--- src/rtl/alu_acc_seq.sv ---
// Accumulator ALU: ACC/EXT registers and flags, with single-cycle ops plus iterative MUL/DIV.
// Latency: single-cycle ops finish at the accept edge. MUL and non-zero DIV finish W edges after accept.
// Backpressure: op_ready drops while MUL/DIV iterate. op_valid seen while busy is dropped, not queued.
//
// Ports:
//   clk, rst        rising-edge clock; synchronous active-high reset
//   op_valid/ready  operation handshake; accept = op_valid & op_ready at a rising edge
//   op, operand     4-bit opcode and W-bit second operand, both sampled at accept
//   acc_out/ext_out ACC register and EXT register (EXT holds MUL high half or DIV remainder)
//   flags           {DZ,ZF,CF,OF,SF}, registered
//   done            one-cycle pulse once the result and flags of an accepted op are visible
module alu_acc_seq #(
  parameter int W   = 16,
  parameter int SHW = $clog2(W)
) (
  input  logic         clk,
  input  logic         rst,
  input  logic         op_valid,
  output logic         op_ready,
  input  logic [3:0]   op,
  input  logic [W-1:0] operand,
  output logic [W-1:0] acc_out,
  output logic [W-1:0] ext_out,
  output logic [4:0]   flags,
  output logic         done
);

  localparam logic [3:0] OP_NOP  = 4'h0;
  localparam logic [3:0] OP_CLR  = 4'h1;
  localparam logic [3:0] OP_LOAD = 4'h2;
  localparam logic [3:0] OP_ADD  = 4'h3;
  localparam logic [3:0] OP_SUB  = 4'h4;
  localparam logic [3:0] OP_MUL  = 4'h5;
  localparam logic [3:0] OP_DIV  = 4'h6;
  localparam logic [3:0] OP_SHL  = 4'h7;
  localparam logic [3:0] OP_SHR  = 4'h8;
  localparam logic [3:0] OP_SAR  = 4'h9;
  localparam logic [3:0] OP_AND  = 4'hA;
  localparam logic [3:0] OP_OR   = 4'hB;
  localparam logic [3:0] OP_XOR  = 4'hC;
  localparam logic [3:0] OP_NOT  = 4'hD;

  typedef enum logic [1:0] {
    S_IDLE = 2'd0,
    S_MUL  = 2'd1,
    S_DIV  = 2'd2
  } state_t;

  typedef struct packed {
    logic dz;
    logic zf;
    logic cf;
    logic of;
    logic sf;
  } flags_t;

  // Architectural state
  state_t         state_q, state_d;
  logic [W-1:0]   acc_q, acc_d;
  logic [W-1:0]   ext_q, ext_d;
  flags_t         flg_q, flg_d;
  logic           done_q, done_d;
  logic           rdy_q, rdy_d;

  // Iteration state for MUL/DIV.
  // MUL: hi = partial product high half, lo = multiplier shifting out / product low half.
  // DIV: hi = partial remainder, lo = dividend shifting out / quotient shifting in.
  logic [W-1:0]   opnd_q, opnd_d;
  logic [W-1:0]   hi_q, hi_d;
  logic [W-1:0]   lo_q, lo_d;
  logic [SHW-1:0] cnt_q, cnt_d;

  function automatic flags_t mk_flags(input logic [W-1:0] a, input logic cf, input logic of);
    flags_t f;
    f.dz = 1'b0;
    f.zf = (a == '0);
    f.cf = cf;
    f.of = of;
    f.sf = a[W-1];
    return f;
  endfunction

  // ---------------------------------------------------------------------------
  // Single-cycle datapath, evaluated on the current ACC and the live operand.
  // ---------------------------------------------------------------------------
  logic [SHW-1:0] sh_n;
  logic [W:0]     sum_w;
  logic [W:0]     dif_w;
  logic [W:0]     shl_w;
  logic [W:0]     shr_w;
  logic [W:0]     sar_w;

  assign sh_n  = operand[SHW-1:0];
  assign sum_w = {1'b0, acc_q} + {1'b0, operand};
  // Top bit of the widened difference is the unsigned borrow.
  assign dif_w = {1'b0, acc_q} - {1'b0, operand};
  // An extra guard bit on the far side of each shift catches the last bit
  // shifted out. For n=0 it stays 0.
  assign shl_w = {1'b0, acc_q} << sh_n;
  assign shr_w = {acc_q, 1'b0} >> sh_n;
  assign sar_w = $signed({acc_q, 1'b0}) >>> sh_n;

  logic [W-1:0] sc_acc;
  logic         sc_cf;
  logic         sc_of;

  always_comb begin
    sc_acc = acc_q;
    sc_cf  = 1'b0;
    sc_of  = 1'b0;
    case (op)
      OP_CLR:  sc_acc = '0;
      OP_LOAD: sc_acc = operand;
      OP_ADD: begin
        sc_acc = sum_w[W-1:0];
        sc_cf  = sum_w[W];
        sc_of  = (acc_q[W-1] == operand[W-1]) && (sum_w[W-1] != acc_q[W-1]);
      end
      OP_SUB: begin
        sc_acc = dif_w[W-1:0];
        sc_cf  = dif_w[W];
        sc_of  = (acc_q[W-1] != operand[W-1]) && (dif_w[W-1] != acc_q[W-1]);
      end
      OP_SHL: begin
        sc_acc = shl_w[W-1:0];
        sc_cf  = shl_w[W];
      end
      OP_SHR: begin
        sc_acc = shr_w[W:1];
        sc_cf  = shr_w[0];
      end
      OP_SAR: begin
        sc_acc = sar_w[W:1];
        sc_cf  = sar_w[0];
      end
      OP_AND:  sc_acc = acc_q & operand;
      OP_OR:   sc_acc = acc_q | operand;
      OP_XOR:  sc_acc = acc_q ^ operand;
      OP_NOT:  sc_acc = ~acc_q;
      default: sc_acc = acc_q;
    endcase
  end

  // ---------------------------------------------------------------------------
  // One MUL step (shift-add) and one DIV step (restoring) on the iteration regs.
  // ---------------------------------------------------------------------------
  logic [W:0]   mul_add;
  logic [W-1:0] mul_hi_nx;
  logic [W-1:0] mul_lo_nx;
  logic [W:0]   div_sh;
  logic         div_ge;
  logic [W-1:0] div_sub;
  logic [W-1:0] div_hi_nx;
  logic [W-1:0] div_lo_nx;

  assign mul_add   = {1'b0, hi_q} + (lo_q[0] ? {1'b0, opnd_q} : '0);
  assign mul_hi_nx = mul_add[W:1];
  assign mul_lo_nx = {mul_add[0], lo_q[W-1:1]};

  assign div_sh    = {hi_q, lo_q[W-1]};
  assign div_ge    = (div_sh >= {1'b0, opnd_q});
  // When div_ge holds, the difference is below the divisor, so W bits hold it exactly.
  assign div_sub   = div_sh[W-1:0] - opnd_q;
  assign div_hi_nx = div_ge ? div_sub : div_sh[W-1:0];
  assign div_lo_nx = {lo_q[W-2:0], div_ge};

  // ---------------------------------------------------------------------------
  // Next-state logic
  // ---------------------------------------------------------------------------
  logic accept;
  assign accept = op_valid & rdy_q;

  always_comb begin
    state_d = state_q;
    acc_d   = acc_q;
    ext_d   = ext_q;
    flg_d   = flg_q;
    done_d  = 1'b0;
    rdy_d   = rdy_q;
    opnd_d  = opnd_q;
    hi_d    = hi_q;
    lo_d    = lo_q;
    cnt_d   = cnt_q;

    case (state_q)
      S_IDLE: begin
        if (accept) begin
          case (op)
            OP_MUL: begin
              state_d = S_MUL;
              rdy_d   = 1'b0;
              opnd_d  = operand;
              hi_d    = '0;
              lo_d    = acc_q;
              cnt_d   = SHW'(W - 1);
            end
            OP_DIV: begin
              if (operand == '0) begin
                // Divide by zero completes at once and leaves ACC/EXT alone.
                flg_d    = '0;
                flg_d.dz = 1'b1;
                done_d   = 1'b1;
              end else begin
                state_d = S_DIV;
                rdy_d   = 1'b0;
                opnd_d  = operand;
                hi_d    = '0;
                lo_d    = acc_q;
                cnt_d   = SHW'(W - 1);
              end
            end
            OP_CLR, OP_LOAD, OP_ADD, OP_SUB, OP_SHL, OP_SHR, OP_SAR,
            OP_AND, OP_OR, OP_XOR, OP_NOT: begin
              acc_d  = sc_acc;
              if (op == OP_CLR) begin
                ext_d = '0;
              end
              flg_d  = mk_flags(sc_acc, sc_cf, sc_of);
              done_d = 1'b1;
            end
            default: begin
              // NOP and reserved codes: state held, completion still signalled.
              done_d = 1'b1;
            end
          endcase
        end
      end

      S_MUL: begin
        hi_d  = mul_hi_nx;
        lo_d  = mul_lo_nx;
        cnt_d = cnt_q - 1'b1;
        if (cnt_q == '0) begin
          state_d = S_IDLE;
          rdy_d   = 1'b1;
          acc_d   = mul_lo_nx;
          ext_d   = mul_hi_nx;
          flg_d   = mk_flags(mul_lo_nx, mul_hi_nx != '0, mul_hi_nx != '0);
          done_d  = 1'b1;
        end
      end

      S_DIV: begin
        hi_d  = div_hi_nx;
        lo_d  = div_lo_nx;
        cnt_d = cnt_q - 1'b1;
        if (cnt_q == '0) begin
          state_d = S_IDLE;
          rdy_d   = 1'b1;
          acc_d   = div_lo_nx;
          ext_d   = div_hi_nx;
          flg_d   = mk_flags(div_lo_nx, 1'b0, 1'b0);
          done_d  = 1'b1;
        end
      end

      default: begin
        state_d = S_IDLE;
        rdy_d   = 1'b1;
      end
    endcase
  end

  // ---------------------------------------------------------------------------
  // Registers. Reset abandons any MUL/DIV in flight without a done pulse.
  // ---------------------------------------------------------------------------
  always_ff @(posedge clk) begin
    if (rst) begin
      state_q <= S_IDLE;
      acc_q   <= '0;
      ext_q   <= '0;
      flg_q   <= '0;
      done_q  <= 1'b0;
      rdy_q   <= 1'b1;
      opnd_q  <= '0;
      hi_q    <= '0;
      lo_q    <= '0;
      cnt_q   <= '0;
    end else begin
      state_q <= state_d;
      acc_q   <= acc_d;
      ext_q   <= ext_d;
      flg_q   <= flg_d;
      done_q  <= done_d;
      rdy_q   <= rdy_d;
      opnd_q  <= opnd_d;
      hi_q    <= hi_d;
      lo_q    <= lo_d;
      cnt_q   <= cnt_d;
    end
  end

  assign op_ready = rdy_q;
  assign acc_out  = acc_q;
  assign ext_out  = ext_q;
  assign flags    = flg_q;
  assign done     = done_q;

endmodule

--- config.mk ---
export PLATFORM = sky130hd
export DESIGN_NAME = alu_acc_seq
export DESIGN_NICKNAME = d
export VERILOG_FILES = /design/src/rtl/alu_acc_seq.sv
export SDC_FILE = /design/constraint.sdc
export NUM_CORES = 1
export LEC_CHECK = 0
export BUFFER_PORTS_ARGS = -buffer_cell sky130_fd_sc_hd__buf_4
export CAP_MARGIN = 40
export CORE_MARGIN = 2
export CORE_UTILIZATION = 45
export DETAILED_ROUTE_END_ITERATION = 10
export PLACE_DENSITY = 0.68
export SYNTH_ARGS = -nofsm -noshare
export SYNTH_HDL_FRONTEND = slang
export SYNTH_SLANG_ARGS = --single-unit
--- constraint.sdc ---
create_clock -name clk -period 7.7 [get_ports clk]
set_input_delay 0 -clock clk [delete_from_list [all_inputs] [get_ports clk]]
set_output_delay 0 -clock clk [all_outputs]
set_load 0.1 [all_outputs]
# Word level (Yosys, flattened, before mapping)
# Cells that the tools add are included.
[word_totals] mem_count=0 rom_bits=0 register_bits=93 ram_bits=0 inputBits=23 latch_bits=0
[op_classes] n_shift=3 n_reduce_logical=21 order_cmp=1 div=0 mux=51 n_eq_ne=30 mul=0 n_bitwise=5 add_sub_neg=5
[ops] op="$mux W16" n=16
[ops] op="$pmux W16 S3" n=4
[ops] op="$pmux W16 S11" n=1
[ops] op="$pmux W16 S2" n=3
[ops] op="$logic_not A16 Y1" n=4
[ops] op="$add A16 B16 Y17" n=2
[ops] op="$eq A4 B4 Y1 const B" n=6
[ops] op="$mux W5" n=4
[ops] op="$ge A17 B16 Y1" n=1
[ops] op="$shl A16 B4 Y17" n=1
[ops] op="$shr A17 B4 Y17" n=1
[ops] op="$sshr A17 B4 Y17" n=1
[ops] op="$sub A16 B16 Y17" n=1
[ops] op="$and A16 B16 Y16" n=1
[ops] op="$eq A4 B3 Y1 const B" n=4
[ops] op="$not A16 Y16" n=1
[ops] op="$or A16 B16 Y16" n=1
[ops] op="$pmux W4 S2" n=2
[ops] op="$reduce_and A4 Y1" n=4
[ops] op="$reduce_bool A16 Y1" n=1
[ops] op="$sub A16 B16 Y16" n=1
[ops] op="$xor A16 B16 Y16" n=1
[ops] op="$pmux W5 S3" n=1
[ops] op="$reduce_and A6 Y1" n=2
[ops] op="27 further kinds" n=52

# Logic depth before layout (Yosys ltp)
# Gate-level depths: netlist (run 1).
[logic_depth] depth_word=7 mapped_depth=15 ltp_nobuf=13

# Least setup slack after synthesis (run 1)
# OpenSTA, ideal clock, no wires.
[synth_path] kind="register -> register" startpoint="reg acc_q[2], in the netlist acc_out[2]" endpoint="reg flg_q (netlist bit flags[3])" setup_slack_ps=3611 setup_ps=69 arrival_time_ps=4020 stages_incl_launch_ff=14 required_time_ps=7631 cell_sequence="dfxtp_1 > clkbuf_1 > inv_1 > ha_1 > clkbuf_1 > nor2b_1 > o2111a_1 > o311a_1 > a211oi_1 > xnor2_1 > o221ai_1 > a2111o_1 > or4b_1 > o21ai_1"
[synth_via] elab_chain_cells=6 word_cells_on_any_way=14
[synth_rtl] element="start, declared" line_no="59" text="logic [W-1:0] acc_q, acc_d;"
[synth_rtl] element="start signal, assigned" line_no="270" text="acc_q <= '0;"
[synth_rtl] element="start signal, assigned" line_no="281" text="acc_q <= acc_d;"
[synth_rtl] element="$sub A16 B16 Y17, or another cell as far along" line_no="96" text="assign dif_w = {1'b0, acc_q} - {1'b0, operand};"
[synth_rtl] element="$pmux W16 S11 (*)" line_no="111" text="case (op)"
[synth_rtl] element="$logic_not A16 Y1 (*)" line_no="76" text="f.zf = (a == '0);"
[synth_rtl] element="$pmux W5 S2 (*)" line_no="188" text="case (op)"
[synth_rtl] element="$mux W5 (*)" line_no="187" text="if (accept) begin"
[synth_rtl] element="$pmux W5 S3 (*)" line_no="185" text="case (state_q)"
[synth_rtl] element="end signal, assigned" line_no="283" text="flg_q <= flg_d;"
[synth_rtl] element="end, declared" line_no="61" text="flags_t flg_q, flg_d;"
# Mark *: on every way between the ends. The rest lies on a longest branch, timed or not. The select of a mux whose other input is x is not followed.
# A chain may end at the register's enable or synchronous reset.

# Worst setup path after layout (run 1)
[layout_path] startpoint="reg lo_q[0]" endpoint="reg flg_q (netlist bit flags[2])"
[layout_via] elab_chain_cells=5
[layout_rtl] element="start, declared" line_no="70" text="logic [W-1:0] lo_q, lo_d;"
[layout_rtl] element="start signal, assigned" line_no="288" text="lo_q <= lo_d;"
[layout_rtl] element="$mux W16" line_no="156" text="assign mul_add = {1'b0, hi_q} + (lo_q[0] ? {1'b0, opnd_q} : '0);"
[layout_rtl] element="$add A16 B16 Y17" line_no="156"
[layout_rtl] element="$reduce_bool A16 Y1" line_no="238" text="flg_d = mk_flags(mul_lo_nx, mul_hi_nx != '0, mul_hi_nx != '0);"
[layout_rtl] element="$mux W5" line_no="233" text="if (cnt_q == '0) begin"
[layout_rtl] element="$pmux W5 S3" line_no="185"
# No other way between the ends. The select of a mux whose other input is x is not followed.

==> run summary, run 1 <==
Run status
* status: completed

Route
* routed wire length: 43.87 mm
* post-detailed-route count of antenna-violating nets: 0
* length of the first detailed-routing pass in iterations: 6
* drc violations: 0
* Detailed Route Iter0 Violations: 1687
* mean number of vias per cell: 6.789
* WL per Instance: 24.41 µm
* total via count after detailed routing: 12200

Logic synthesis
* number of enable-type register cells in the synthesized netlist: 0
* area share of the largest cell type after synthesis: 0.1657
* xor and xnor fraction of the mapped netlist area: 0.02105
* main combinational cell family by area after synthesis: compound AO/OA/AOI/OAI gates
* post-synthesis share of cell area spent on and, or, nand and nor gates: 0.2122
* Post-Syn Instances: 1483
* mean area per synthesized cell: 7.576 µm²
* cell type with the highest aggregate area in the netlist: sky130_fd_sc_hd__dfxtp_1
* count of state elements after synthesis: 93
* Synth top cells by count: 201 x sky130_fd_sc_hd__nor2_1, 93 x sky130_fd_sc_hd__dfxtp_1, 91 x sky130_fd_sc_hd__clkbuf_1, 86 x sky130_fd_sc_hd__ha_1, 84 x sky130_fd_sc_hd__inv_1
* Most used DFF post-synth: sky130_fd_sc_hd__dfxtp_1
* cell area after synthesis: 0.01123 mm²
* biggest area contributors in the synthesized netlist: sky130_fd_sc_hd__dfxtp_1 17%, sky130_fd_sc_hd__ha_1 9.6%, sky130_fd_sc_hd__nor2_1 6.7%
* share of synthesized cell area in full adder, half adder and majority cells: 0.1029
* multiplexer share of the synthesized area: 0.1099
* number of distinct library cells after synthesis: 88
* library cell with the highest instance count after synthesis: sky130_fd_sc_hd__nor2_1
* Synth Area in Compound Gates: 0.3130
* net count after synthesis: 1596
* number of synthesis warnings: 0
* sequential-to-total area share from yosys stat: 0.1657
* fraction of synthesis flops using an asynchronous set or reset pin: 0

Global route
* vias in the first global route: 11270
* GRT Util Overall: 0.3302
* wire length of the first global-routing pass: 67.61 mm
* number of antenna violations at the first check in global routing: 1
* pin count of the biggest net entering global routing: 68
* GRT overflow: 0

Clock tree
* total of cells resized after clock tree synthesis: 0
* cts hold-fix bufs: 12
* Root Driver: sky130_fd_sc_hd__clkbuf_16
* clock slew at reported path FFs: 90 ps
* post-CTS repair timing setup buffer count: 0
* clock tree from TritonCTS: done
* worst-skew pair later-pin latency: 370 ps
* number of buffers inserted during clock tree synthesis: 9
* H-tree level count: 3
* Sinks on Clock Net: 93
* clock tree buffer depth: 2

Timing
* Setup Viol. Count Final: 0
* unrepaired setup endpoints after global routing: no
* final slew viol count: 0
* worst-case headroom to the max-slew limit: 0.3930
* shortest period the worst path allows: 4387 ps
* final clock skew: 21.72 ps
* endpoints failing hold: 0
* fmax: 227.9 MHz
* measured slew at the worst slew-check pin: 909.2 ps
* portion of the clock cycle consumed by the worst path in the final layout: 0.5698
* Post-Route Setup TNS: 0 ps

Layout
* area of all sequential standard cells: 0.001862 mm²
* layout cell share with drive strength beyond 1: 0.1134
* Layout Nets: 1582
* area occupied by multi-input gates: 0.008548 mm²
* final std cell area, no fill: 0.01222 mm²
* signed area change from the synthesized netlist to the final layout: 8.765%
* ANT cells: 0
* count of fill cells added during filler insertion: 2431
* Post-Route Utilization: 0.5010

Critical path
* cells along the critical path: inv_1 -> nor2_1 -> ha_1 -> a211o_1 -> a211oi_1 -> nand4b_1 -> a2111oi_0 -> o2111ai_1 -> or4_1 -> o41ai_1 -> a211oi_1
* Arr. time, crit path: 4590 ps
* CP peak stage delay: 580 ps
* kind of critical path: flop to flop
* Worst Setup End Kind: flop
* R2R setup slack: 3310 ps
* slowest stage cell on the critical path: sky130_fd_sc_hd__a211oi_1
* cell repeated most along the worst path: sky130_fd_sc_hd__a211oi_1
* critical path startpoint category: flop
* CP Data Required Time: 7900 ps
* maximum fanout count along the critical path: 15

Floorplanning
* standard-cell rows: 57
* width of the chip: 162.0 µm
* boundary pin count: 62
* area enclosed by the die boundary: 0.02625 mm²
* Initial Utilization: 0.4606
* Die Y-Extent: 162.0 µm
* area inside the core boundary: 0.02439 mm²

Min path
* hold crit path type: primary input to flop

Placed design
* gpl congestion: 1.029
* count of buffers inserted at the top-level ports: 61
* half-perimeter wire length of the detailed placement result: 31.96 mm
* instance area after placement: 0.01180 mm²

Job
* reported max-cap violation count: 0

Power
* worst voltage drop across the vdd grid: 0.4490 mV
* cell leakage power: 4.799 nW
* Pwr Density: 375.5 mW/mm²
* PnR Total Power: 4.589 mW

## path summary, 6_finish.rpt
check        cells past startpoint          to  startpoint
max                             11    flags[2]     lo_q[0]
min                              2  opnd_q[11]         rst
max reg2reg                     11    flags[2]     lo_q[0]
min reg2reg                      2  opnd_q[13]  opnd_q[13]
## placed cells by master, fill, tap and decap left out, types with 8 or more instances in the layout
cell,synthesis,routed
sky130_fd_sc_hd__nand4_1,14,14
sky130_fd_sc_hd__a22oi_1,18,18
sky130_fd_sc_hd__ha_1,86,86
sky130_fd_sc_hd__o22ai_1,13,13
sky130_fd_sc_hd__o21a_1,20,20
sky130_fd_sc_hd__buf_4,7,87
sky130_fd_sc_hd__a211oi_1,65,65
sky130_fd_sc_hd__mux4_2,20,20
sky130_fd_sc_hd__o21ai_0,65,65
sky130_fd_sc_hd__nor4_1,16,16
sky130_fd_sc_hd__a31oi_1,11,11
sky130_fd_sc_hd__o2111ai_1,11,11
sky130_fd_sc_hd__and3_1,8,8
sky130_fd_sc_hd__nor3b_1,11,11
sky130_fd_sc_hd__nand2b_1,19,19
sky130_fd_sc_hd__dlygate4sd3_1,0,12
sky130_fd_sc_hd__a21oi_1,78,78
sky130_fd_sc_hd__dfxtp_1,93,93
sky130_fd_sc_hd__nand2_1,74,74
sky130_fd_sc_hd__a21o_1,19,19
sky130_fd_sc_hd__o211ai_1,15,15
sky130_fd_sc_hd__or3_1,9,9
sky130_fd_sc_hd__o221ai_1,10,10
sky130_fd_sc_hd__o31a_1,13,13
sky130_fd_sc_hd__nor2_1,201,201
sky130_fd_sc_hd__a311oi_1,15,15
sky130_fd_sc_hd__and2_1,11,11
sky130_fd_sc_hd__a2111oi_0,11,11
sky130_fd_sc_hd__xnor2_1,21,21
sky130_fd_sc_hd__mux2i_1,45,45
sky130_fd_sc_hd__nor2b_1,26,25
sky130_fd_sc_hd__inv_1,84,84
sky130_fd_sc_hd__nand3_1,28,28
sky130_fd_sc_hd__a211o_1,9,9
sky130_fd_sc_hd__clkbuf_16,0,9
sky130_fd_sc_hd__nor3_1,38,35
sky130_fd_sc_hd__mux2_2,19,19
## report_power, final
part           switching, mW  leakage [nW]  internal (mW)
Combinational           2.11          3.89           1.13
Sequential             0.208         0.762          0.657
Clock                  0.227         0.144          0.255
Total                   2.55          4.80           2.04
## cells by family (layout without fill, tap and decap cells)
| logic type | Yosys count | count (layout) |
|---|---|---|
| AOI/OAI and AO/OA | 483 | 483 |
| xor gates and xnor gates | 27 | 27 |
| adders and majority gates | 90 | 90 |
| buffers and inverters | 211 | 201 |
| DFF | 93 | 93 |
| muxes | 89 | 89 |
| and+or+nand+nor | 490 | 490 |
## flip-flops by register name, summed over array words and instances (netlist names)
| name | flops |
|---|---|
| cnt_q | 4 |
| state_q | 2 |
| ext_out | 16 |
| opnd_q | 16 |
| hi_q | 16 |
| lo_q | 16 |
| op_ready | 1 |
| flags | 5 |
| acc_out | 16 |
| done | 1 |
## routing by layer
layer | track usage | share of wire
met1 | 0.4459 | 0.41
met2 | 0.5095 | 0.44
met4 | 0.1521 | 0.054
met3 | 0.06359 | 0.098
met5 | 0 | 0.00030
## worst max-delay path: cells and delay by family (launching register included)
kind	cells	cell delay, ps
flip-flops	1	370
buffers and inverters	1	440
adder cells (fa/ha/maj)	1	350
AND/OR/NAND/NOR	3	860
AO/OA/AOI/OAI	6	2210
## cell type report
cell class              instances  share of cell area
flip-flops and latches         93              0.1524
inverters                      85             0.02611
well taps                     324             0.03318
multi-input cells            1179              0.6996
repair buffers                101             0.06451
clock inverters                 6            0.005837
clock buffers                   9             0.01843
## through the flow
step | hold slack [ps] | setup WS, ps | instances
after global placement | 295.9 | 3582 | 1768
after detailed placement | 308.9 | 3415 | 1770
final | 125.9 | 3313 | 1797
after floorplan | 147.2 | 3611 | 1483
after CTS | 117.5 | 3363 | 1797
after global routing | 139.2 | 3115 | 1797
Power figures use the tool's default switching activity.
==> run 2, diff against run 1 <==
Settings changed: PLACE_DENSITY 0.68 to 0.7.
Clock period 7.7 ns to 3.8 ns, I/O delays scaled along.
==> run 2 against run 1 <==
Net effect:
- count of clock-buffer cells in the layout up 1
- clock skew down 8.4 ps
- first-iteration DRC count rose by 13%
- cell count up 3.4%
- die area unchanged
- worst setup slack worse by 3200 ps
- sequential share of layout area decreased by 0.53 points
- design area grew 4.2%
- global-route usage rose by 0.067 points
- register-to-register slack worse by 3200 ps
- sequential cell count did not move
- sequential power up 100%
- largest power group unchanged
- highest routed layer unchanged
==> run summary, run 2 (synthesis gave the netlist of run 1 again) <==
Global route
* Top Usage Layer GRT: met2
* met3 usage in global routing: 0.06129
* met1 capacity usage during global routing: 0.4542
* pin count of the biggest net entering global routing: 64
* GRT overflow: 0
* wire length of the first global-routing pass: 67.73 mm
* number of antenna violations at the first check in global routing: 1
* global routing met2 resource utilization: 0.5186
* vias in the first global route: 11320
* GRT Util Overall: 0.3309

Route
* routed wire length: 44.14 mm
* post-detailed-route count of antenna-violating nets: 0
* total via count after detailed routing: 12550
* WL per Instance: 23.76 µm
* mean number of vias per cell: 6.756
* drc violations: 0
* Detailed Route Iter0 Violations: 1914
* length of the first detailed-routing pass in iterations: 9

Layout
* commonest cells after routing, fill and taps aside: 201 x sky130_fd_sc_hd__nor2_1, 142 x sky130_fd_sc_hd__buf_4, 86 x sky130_fd_sc_hd__ha_1, 84 x sky130_fd_sc_hd__inv_1, 84 x sky130_fd_sc_hd__dfxtp_1
* commonest non-fill, non-tap cell in the layout: sky130_fd_sc_hd__nor2_1
* ANT cells: 0
* Layout Nets: 1642
* signed area change from the synthesized netlist to the final layout: 13.38%
* Post-Route Utilization: 0.5222
* layout cell share with drive strength beyond 1: 0.1558
* count of fill cells added during filler insertion: 2405

Timing
* final slew viol count: 0
* Post-Route Setup TNS: 0 ps
* fmax: 274.9 MHz
* endpoints failing hold: 0
* Setup Viol. Count Final: 0
* final clock skew: 13.36 ps
* worst-case headroom to the max-slew limit: 0.3573
* shortest period the worst path allows: 3638 ps
* post-route worst hold slack: 91.74 ps
* portion of the clock cycle consumed by the worst path in the final layout: 0.9574
* measured slew at the worst slew-check pin: 956.7 ps
* unrepaired setup endpoints after global routing: no

Min path
* start point of the worst min-delay path: rst
* hold crit path type: primary input to flop

Floorplanning
* Initial Utilization: 0.4606
* Die Y-Extent: 162.0 µm
* area inside the core boundary: 0.02439 mm²
* boundary pin count: 62
* standard-cell rows: 57
* area enclosed by the die boundary: 0.02625 mm²
* width of the chip: 162.0 µm

Clock tree
* clock slew at reported path FFs: 80 ps
* H-tree level count: 3
* clock tree buffer depth: 2
* clock tree from TritonCTS: done
* number of buffers inserted during clock tree synthesis: 9
* worst-skew pair later-pin latency: 360 ps
* Sinks on Clock Net: 93
* Root Driver: sky130_fd_sc_hd__clkbuf_16

Critical path
* critical path startpoint category: flop
* Worst Setup End Kind: flop
* Arr. time, crit path: 3840 ps
* kind of critical path: flop to flop
* maximum fanout count along the critical path: 11
* R2R setup slack: 160 ps
* CP Data Required Time: 4010 ps
* launching point of the worst reg2reg path: acc_out[9]
* worst setup path startpoint: acc_out[9]

Power
* internal power: 4.370 mW
* cell leakage power: 5.103 nW
* relative contribution of combinational cells to total power: 0.722
* Pwr Density: 757.5 mW/mm²
* PnR Total Power: 9.648 mW
* proportion of total power due to net switching: 0.5471
* clock share of power: 0.095
* switching power of the nets: 5.278 mW
* worst voltage drop across the vdd grid: 0.8515 mV
* share of power burned in registers: 0.183

Run status
* status: completed

Placed design
* count of buffers inserted at the top-level ports: 61
* gpl congestion: 1.059
* half-perimeter wire length of the detailed placement result: 33.67 mm

Job
* reported max-cap violation count: 0

## run 2: cell count changes in the layout (fill, tap and decap cells not counted), moves of 4 or more
cell / delta
sky130_fd_sc_hd__dfxtp_2: +9
sky130_fd_sc_hd__buf_4: +55
sky130_fd_sc_hd__buf_12: +4
sky130_fd_sc_hd__dfxtp_1: -9
## run 2: stage by stage
step / cells / area (µm²) / setup WS [ps]
finish: 1858 / 12740 / 162.0
global route: 1858 / 12740 / 10.60
CTS: 1858 / 12710 / 117.1
detailed placement: 1830 / 12300 / 150.8
global placement: 1827 / 12290 / -78.14
floorplan: 1483 / 11250 / 27.30
## run 2: worst max-delay path, cell delays in order, from the launching register on
cell                       delay (ps)
sky130_fd_sc_hd__dfxtp_1          460
sky130_fd_sc_hd__inv_1            120
sky130_fd_sc_hd__ha_1             460
sky130_fd_sc_hd__nor4_2           510
sky130_fd_sc_hd__buf_1            210
sky130_fd_sc_hd__nand3_1          160
sky130_fd_sc_hd__o211ai_1         390
sky130_fd_sc_hd__a21oi_1          120
sky130_fd_sc_hd__or3_1            360
sky130_fd_sc_hd__o221ai_1         440
sky130_fd_sc_hd__o211a_1          200
sky130_fd_sc_hd__nor3_1            50
## run 2: area by class of cell
class | instances | area [µm²] | share of cell area
multi-input cells | 1179 | 8577 | 0.6734
clock buffers | 10 | 229.0 | 0.01798
inverters | 85 | 319.1 | 0.02505
repair buffers | 161 | 1279 | 0.1004
flip-flops and latches | 93 | 1873 | 0.1471
well taps | 324 | 405.4 | 0.03183
clock inverters | 6 | 55.05 | 0.004322
## run 2: path summary, 6_finish.rpt
path / endpoint / cells past startpoint
worst max-delay path: acc_out[14] / 11
worst min-delay path: hi_q[6] / 2
worst max register to register: acc_out[14] / 11
worst min register to register: opnd_q[2] / 2
## run 2: timing repair
| item | CTS | global route |
|---|---|---|
| setup buffers | 0 | 0 |
| hold buffers | 12 | 0 |
| resized for setup | 0 | 5 |
| hold endpoints to repair | 12 | 0 |
| endpoints found under the setup margin | 0 | 4 |
## run 2: metal layers
metal / part of all wire / vias up
met1: 0.41 / 5930
met3: 0.11 / 125
met5: 0.00027 / -
li1: - / 5682
met4: 0.041 / 2
met2: 0.44 / 814
## run 2: power by group through the flow
stage / registers (mW) / clock network [mW] / logic, mW
finish: 1.77 / 0.915 / 6.96
global route: 1.82 / 0.959 / 7.46
CTS: 1.76 / 0.928 / 6.81
detailed placement: 1.78 / 0 / 6.76
floorplan: 2.69 / 0 / 3.94
global placement: 1.76 / 0 / 6.72
==> run 3, diff against run 2 <==
Settings changed: PLACE_DENSITY 0.7 to 0.61.
==> run 3 against run 2 <==
Net effect:
- register-to-register slack got worse by 30 ps
- clock skew up 17 ps
- count of clock-buffer cells in the layout unchanged
- via count down 1.3%
- die area is the same
- sequential share of layout area shrank 0.066 points
- highest routed layer unchanged
- non-clock buffer count is 11 higher
- total power increased by 1.5%
- wire length increased by 5.4%
- critical path type is now primary input to flop
==> run summary, run 3 (synthesis gave the netlist of run 1 again) <==
Timing
* endpoints failing hold: 0
* Post-Route Setup TNS: 0 ps
* final slew viol count: 0
* measured slew at the worst slew-check pin: 1042 ps
* Setup Viol. Count Final: 0
* portion of the clock cycle consumed by the worst path in the final layout: 0.9689
* worst-case headroom to the max-slew limit: 0.3038
* final clock skew: 30.47 ps
* fmax: 271.6 MHz
* unrepaired setup endpoints after global routing: no
* shortest period the worst path allows: 3682 ps

Critical path
* Worst Setup End Kind: flop
* CP Data Required Time: 4080 ps
* cells along the critical path: dlygate4sd3_1 -> buf_4 -> nor4_1 -> nand3_1 -> o311ai_2 -> nand3_1 -> a2111oi_0 -> nand4_1 -> a2111o_1 -> or4b_1 -> o21ai_1
* Arr. time, crit path: 3960 ps
* slowest stage cell on the critical path: sky130_fd_sc_hd__dlygate4sd3_1
* critical path startpoint category: primary input
* launching point of the worst reg2reg path: acc_out[0]
* kind of critical path: primary input to flop
* CP peak stage delay: 540 ps
* maximum fanout count along the critical path: 4
* worst setup path startpoint: operand[6]
* cell repeated most along the worst path: sky130_fd_sc_hd__nand3_1

Route
* drc violations: 0
* length of the first detailed-routing pass in iterations: 6
* mean number of vias per cell: 6.629
* Detailed Route Iter0 Violations: 1519
* post-detailed-route count of antenna-violating nets: 0
* routed wire length: 46.54 mm
* total via count after detailed routing: 12390
* WL per Instance: 24.90 µm

Min path
* hold crit path type: primary input to flop
* start point of the worst min-delay path: rst

Power
* worst voltage drop across the vdd grid: 0.6576 mV
* Pwr Density: 765.0 mW/mm²
* cell leakage power: 5.158 nW
* PnR Total Power: 9.788 mW

Layout
* commonest cells after routing, fill and taps aside: 201 x sky130_fd_sc_hd__nor2_1, 157 x sky130_fd_sc_hd__buf_4, 86 x sky130_fd_sc_hd__ha_1, 84 x sky130_fd_sc_hd__inv_1, 84 x sky130_fd_sc_hd__dfxtp_1
* ANT cells: 0
* signed area change from the synthesized netlist to the final layout: 13.89%
* area occupied by multi-input gates: 0.008579 mm²
* final std cell area, no fill: 0.01279 mm²
* layout cell share with drive strength beyond 1: 0.1625
* commonest non-fill, non-tap cell in the layout: sky130_fd_sc_hd__nor2_1
* count of fill cells added during filler insertion: 2493
* Layout Nets: 1653
* area of all sequential standard cells: 0.001873 mm²

Global route
* vias in the first global route: 11710
* pin count of the biggest net entering global routing: 66
* number of antenna violations at the first check in global routing: 1
* GRT overflow: 0
* wire length of the first global-routing pass: 70.86 mm
* GRT Util Overall: 0.3502

Clock tree
* clock tree from TritonCTS: done
* worst-skew pair later-pin latency: 370 ps
* Sinks on Clock Net: 93
* number of buffers inserted during clock tree synthesis: 9
* H-tree level count: 3
* clock tree buffer depth: 2
* clock slew at reported path FFs: 100 ps
* post-CTS repair timing setup buffer count: 0
* Root Driver: sky130_fd_sc_hd__clkbuf_16

Floorplanning
* boundary pin count: 62
* standard-cell rows: 57
* area inside the core boundary: 0.02439 mm²
* Initial Utilization: 0.4606
* width of the chip: 162.0 µm
* Die Y-Extent: 162.0 µm
* area enclosed by the die boundary: 0.02625 mm²

Placed design
* half-perimeter wire length of the detailed placement result: 35.90 mm
* instance area after placement: 0.01237 mm²
* gpl congestion: 1.025
* count of buffers inserted at the top-level ports: 61

Job
* reported max-cap violation count: 0

Run status
* status: completed

run 3: changes by cell type in the layout (fill, tap and decap cells not counted), moves of 2 or more:
cell                        previous run  this run
sky130_fd_sc_hd__a2111oi_0            10         8
sky130_fd_sc_hd__buf_12                4         2
sky130_fd_sc_hd__buf_4               142       157
sky130_fd_sc_hd__clkinv_2              0         2
run 3: report_power, final:
group / leakage [nW] / total, mW / switching, mW / internal (mW)
sequential: 0.766 / 1.80 / 0.458 / 1.34
combinational: 4.26 / 7.08 / 4.46 / 2.62
clock: 0.135 / 0.912 / 0.459 / 0.453
run 3: area by class of cell:
| type | instances | share of cell area |
|---|---|---|
| sequential | 93 | 0.1464 |
| timing repair buffer | 172 | 0.1049 |
| inverter | 85 | 0.02494 |
| clock buffer | 10 | 0.01790 |
| tap | 324 | 0.03168 |
| multi-input combinational | 1179 | 0.6705 |
| clock inverter | 6 | 0.003618 |
run 3: through the flow:
stage            util  std cells  worst slack (ps)  hold WS [ps]
3_5_place_dp   0.5071       1841             218.1         304.2
2_1_floorplan       -       1483             27.30         147.2
5_1_grt        0.5246       1869             4.706         67.99
4_1_cts        0.5233       1869             155.6         53.48
6_report       0.5246       1869             118.3         53.43
3_3_place_gp   0.5069       1840             1.890         304.3
run 3: worst paths after layout:
| check | endpoint | slack, ps | cells past startpoint |
|---|---|---|---|
| max | flags[3] | 120 | 11 |
| min | acc_out[6] | 50 | 2 |
| max reg2reg | flags[3] | 130 | 13 |
| min reg2reg | cnt_q[3] | 490 | 1 |
run 3: routing by layer:
metal / routed length (µm) / global-route usage
met5: 10 / 0
met2: 21360 / 0.5756
met1: 18230 / 0.4371
met4: 3207 / 0.2056
met3: 3727 / 0.05082
run 3: worst max-delay path, delay by kind of cell:
family	cells	cell delay (ps)
compound gates	4	1530
buf+inv	2	710
simple gates	5	1720
run 3: what timing repair did:
action,in CTS,in global routing
endpoints found under the setup margin,0,3
resized for setup,0,7
hold buffers,12,0
endpoints found under the hold margin,12,0
